File: src/rtl/pass_checker_pkg.sv
// pass_checker_pkg: state encoding and limits shared by pass_checker and its delay line.
package pass_checker_pkg;

    typedef enum logic [1:0] {CHK_IDLE, CHK_RUN, CHK_DONE, CHK_FAIL} chk_state_e;

    localparam int MAX_LATENCY = 8;

endpackage

File: src/rtl/chk_delay_line.sv
// chk_delay_line: LATENCY-deep shift register of {valid, data} that mirrors the DUT pipeline.
module chk_delay_line
    import pass_checker_pkg::*;
#(
    parameter int DATA_W  = 8,
    parameter int LATENCY = 1
) (
    input  logic              clk,
    input  logic              rst,
    input  logic              flush,
    input  logic              in_valid,
    input  logic [DATA_W-1:0] in_data,
    output logic              out_valid,
    output logic [DATA_W-1:0] out_data
);

    if (LATENCY < 1 || LATENCY > MAX_LATENCY) begin : g_bad_latency
        $error("chk_delay_line: LATENCY must be within 1..MAX_LATENCY");
    end

    logic [LATENCY-1:0]        v;
    logic [LATENCY*DATA_W-1:0] d;

    // Only the valid bits need clearing; stale data behind a cleared valid is never compared.
    always_ff @(posedge clk) begin
        v <= (rst || flush) ? '0 : (v << 1) | LATENCY'(in_valid);
        d <= (d << DATA_W) | (LATENCY*DATA_W)'(in_data);
    end

    assign out_valid = v[LATENCY-1];
    assign out_data  = d[LATENCY*DATA_W-1 -: DATA_W];

endmodule

File: config.mk
export PLATFORM = sky130hd
export DESIGN_NAME = chk_delay_line
export DESIGN_NICKNAME = d
export VERILOG_FILES = /design/src/rtl/pass_checker_pkg.sv /design/src/rtl/chk_delay_line.sv
export SDC_FILE = /design/constraint.sdc
export NUM_CORES = 1
export LEC_CHECK = 0
export ABC_CLOCK_PERIOD_IN_PS = 800
export BUFFER_PORTS_ARGS = -buffer_cell sky130_fd_sc_hd__buf_4
export CAP_MARGIN = 40
export CORE_AREA = 10 10 47 49
export CTS_BUF_LIST = sky130_fd_sc_hd__clkbuf_16
export CTS_CLUSTER_DIAMETER = 50
export DETAILED_ROUTE_END_ITERATION = 12
export DIE_AREA = 0 0 57 59
export GPL_ROUTABILITY_DRIVEN = 0
export PLACE_DENSITY = 0.38
export SLEW_MARGIN = 25
export SYNTH_ARGS = -nofsm -noshare
export SYNTH_HDL_FRONTEND = slang
export SYNTH_SLANG_ARGS = --single-unit
export TNS_END_PERCENT = 30
File: constraint.sdc
create_clock -name clk -period 0.8 [get_ports clk]
set_input_delay 0.04 -clock clk [delete_from_list [all_inputs] [get_ports clk]]
set_output_delay 0.04 -clock clk [all_outputs]
set_load 0.1 [all_outputs]
# After elaboration in Yosys (flattened, before gate mapping)
# Cells that the tools add are included.
[classes] reduce_logical=1
[op_table] op="logical OR 1 bit" count=1
[word_totals] ff_bits=9 input_bits=12 wordCells=3

# Depth between registers and ports, before layout
[depth] ltp_word=1 mapped_depth=1 ltp_nobuf=1

# Worst setup path before layout
# No wires, ideal clock.
[synth_timing] path_kind="reg2out" from="reg d[0] (netlist: out_data[0])" to="out out_data[0]" setup_slack_ns=-0.149 n_path_buf=0 arrival_ns=0.909 path_stages_with_launch=1 path_cell_list="dfxtp_1"
[synth_lines] item="start, declared" line="chk_delay_line.sv:22" text="logic [LATENCY*DATA_W-1:0] d;"
[synth_lines] item="start signal, assigned" line="chk_delay_line.sv:27" text="d <= (d << DATA_W) | (LATENCY*DATA_W)'(in_data);"
[synth_lines] item="end, declared" line="chk_delay_line.sv:14" text="output logic [DATA_W-1:0] out_data"
# No word-level cell between the ends.

# Worst setup path after layout
[layout_timing] from="reg d[0] (netlist: out_data[0])" to="out out_data[0]"
# No word-level cell between the ends.

==> reports/results.ini <==
[run_status]
status = complete, no violations

[final_layout]
design_area_um2 = 666
mostFrequentLayoutCell = buf_4
fin_util_pct = 47.5
antenna_cells = 0
drive_gt1_share_pct = 75.0
nNetsFinal = 57
syn_to_final_growth_pct = 245
instances_no_fill = 60
layout_common_cells = buf_4 (11), dlygate4sd3_1 (10), dfxtp_2 (9), buf_12 (9), clkbuf_16 (3)

[floorplanning]
dieWidth_um = 57
io-pin-count = 21
die_y_um = 59
initial_core_util_pct = 13.8
rows = 14
die_area_um2 = 3360
fp.coreArea_um2 = 1400

[detailed_routing]
vias_per_cell = 3.37
totalWireLength_um = 776
wl_per_cell_um = 12.9
first_iter_violations = 0
ant_nets = 0
dr.pass1.iters = 1
vias = 202
drc = 0

[cts]
cts_sinks = 9
cts-root-buf = clkbuf_16
cts_buffers = 3
cts_buffer_depth = 2
h-tree-depth = 1
cts_setup_buffers = 0
tritoncts = built
clkTransAtPathRegs_ns = 0.04

[power_and_ir_drop]
p_leak_uw = 0.000300
ir_drop_mv = 1.37
powerDensity_nw_per_um2 = 2540

[worst_setup_path]
crit_path_max_fanout = 1
start_kind = register
crit_family = flip-flops
crit_buf_inv = 1
worst_path_max_delay_cell = dfxtp_2
cp_data_arrival_time_ns = 0.74
worstPathCellList = buf_12
crit_type = register to output port
worst-endpoint-required_ns = 0.76
crit_path_end_kind = output port
max_stage_delay_ns = 0.34

[grt]
gr-total-overflow = 0
grt_pass1_vias = 259
grt_first_pass_wirelength_um = 1280
grt_antenna_before_repair = 0
gr-usage-all-layers_pct = 5.16
grt_max_degree = 6

[run]
max_cap_viol_count = 0

[synth]
synth_top_family_by_area = simple AND/OR/NAND/NOR gates
ys_top_cells_by_area = dfxtp_1 (94%), nor3b_2 (6.5%)
ys_seq_area_share_pct = 93.5
synth_adder_area_share_pct = 0
synth_xor_area_share_pct = 0
yosys_warnings = 0
synthCells = 10
synth.ff_latch_count = 9
netlist.area_leader.share_pct = 93.5
synth-compound-area-share_pct = 0
synth_nets = 22
syn_avg_cell_area_um2 = 19.3
muxShareOfSynthArea_pct = 0
ys_types = 2
syn_area_um2 = 193
yosys.area.top_type = dfxtp_1
synth-simple-area-share_pct = 6.49

[timing]
worstMarginPinSlew_ns = 0.109
fmax_mhz = 1280
hold_viol = 0
post-route-period-util_pct = 97.4
fin_ws_ns = 0.0208
setup_violations = 0
post-route-min-period_ns = 0.779
rsz0062_at_grt = yes
slew_headroom_pct = 92.7
slew_violations = 0
setup_tns_ns = 0

[hold_path]
min-delay-path-class = input pin to register

[place]
port_buffers = 20
place_area_um2 = 365
place_ws_ns = 0.177
dp.cells = 46

flip-flops by register name (all words and copies together), names as in the netlist:
signal     cells
out_data       8
out_valid      1
power by group:
group	leakage (µW)	switching [µW]	internal (µW)
clock network	0.0000423	188	650
logic	0.000181	197	155
registers	0.0000762	18.6	480
worst paths after layout:
kind,startpoint,endpoint,slack (ns),cells past startpoint
min,in_valid,out_valid$_SDFF_PP0_,0.07,2
max,out_data[0]$_DFF_P_,out_data[0],0.02,1
synthesized netlist by cell type:
library cell / n
nor3b_2: 1
dfxtp_1: 9
through the flow:
step | hold slack (ns) | power, µW
after floorplan | 0.0677 | 663
after detailed placement | 0.146 | 744
after global placement | 0.145 | 742
final | 0.0651 | 1690
after CTS | 0.0537 | 1700
after global routing | 0.107 | 1750
kinds of logic after synthesis:
| family | after synthesis |
|---|---|
| flip-flops | 9 |
| AND/OR/NAND/NOR | 1 |
area by class of cell:
cell class	count	area (µm²)
Tap cell	16	20.0
Timing Repair Buffer	30	363
Multi-Input combinational cell	1	12.5
Clock buffer	3	75.1
Fill cell	129	736
Clock inverter	1	3.75
Sequential cell	9	191
metal layers:
metal  vias to the layer above  wire [µm]  track usage [%]
met5                         -          0                0
met4                         0          0             3.02
met3                         0        110             4.51
met2                        15        406             8.37
met1                        89        259             4.21
li1                         98          -                -
what timing repair did:
item | in CTS | in global routing
setup endpoints to repair | 9 | 5
hold buffers | 10 | 0
endpoints found under the hold margin | 9 | 0
gates resized for setup | 30 | 4
Note: power is estimated with default switching activity, not from simulation.
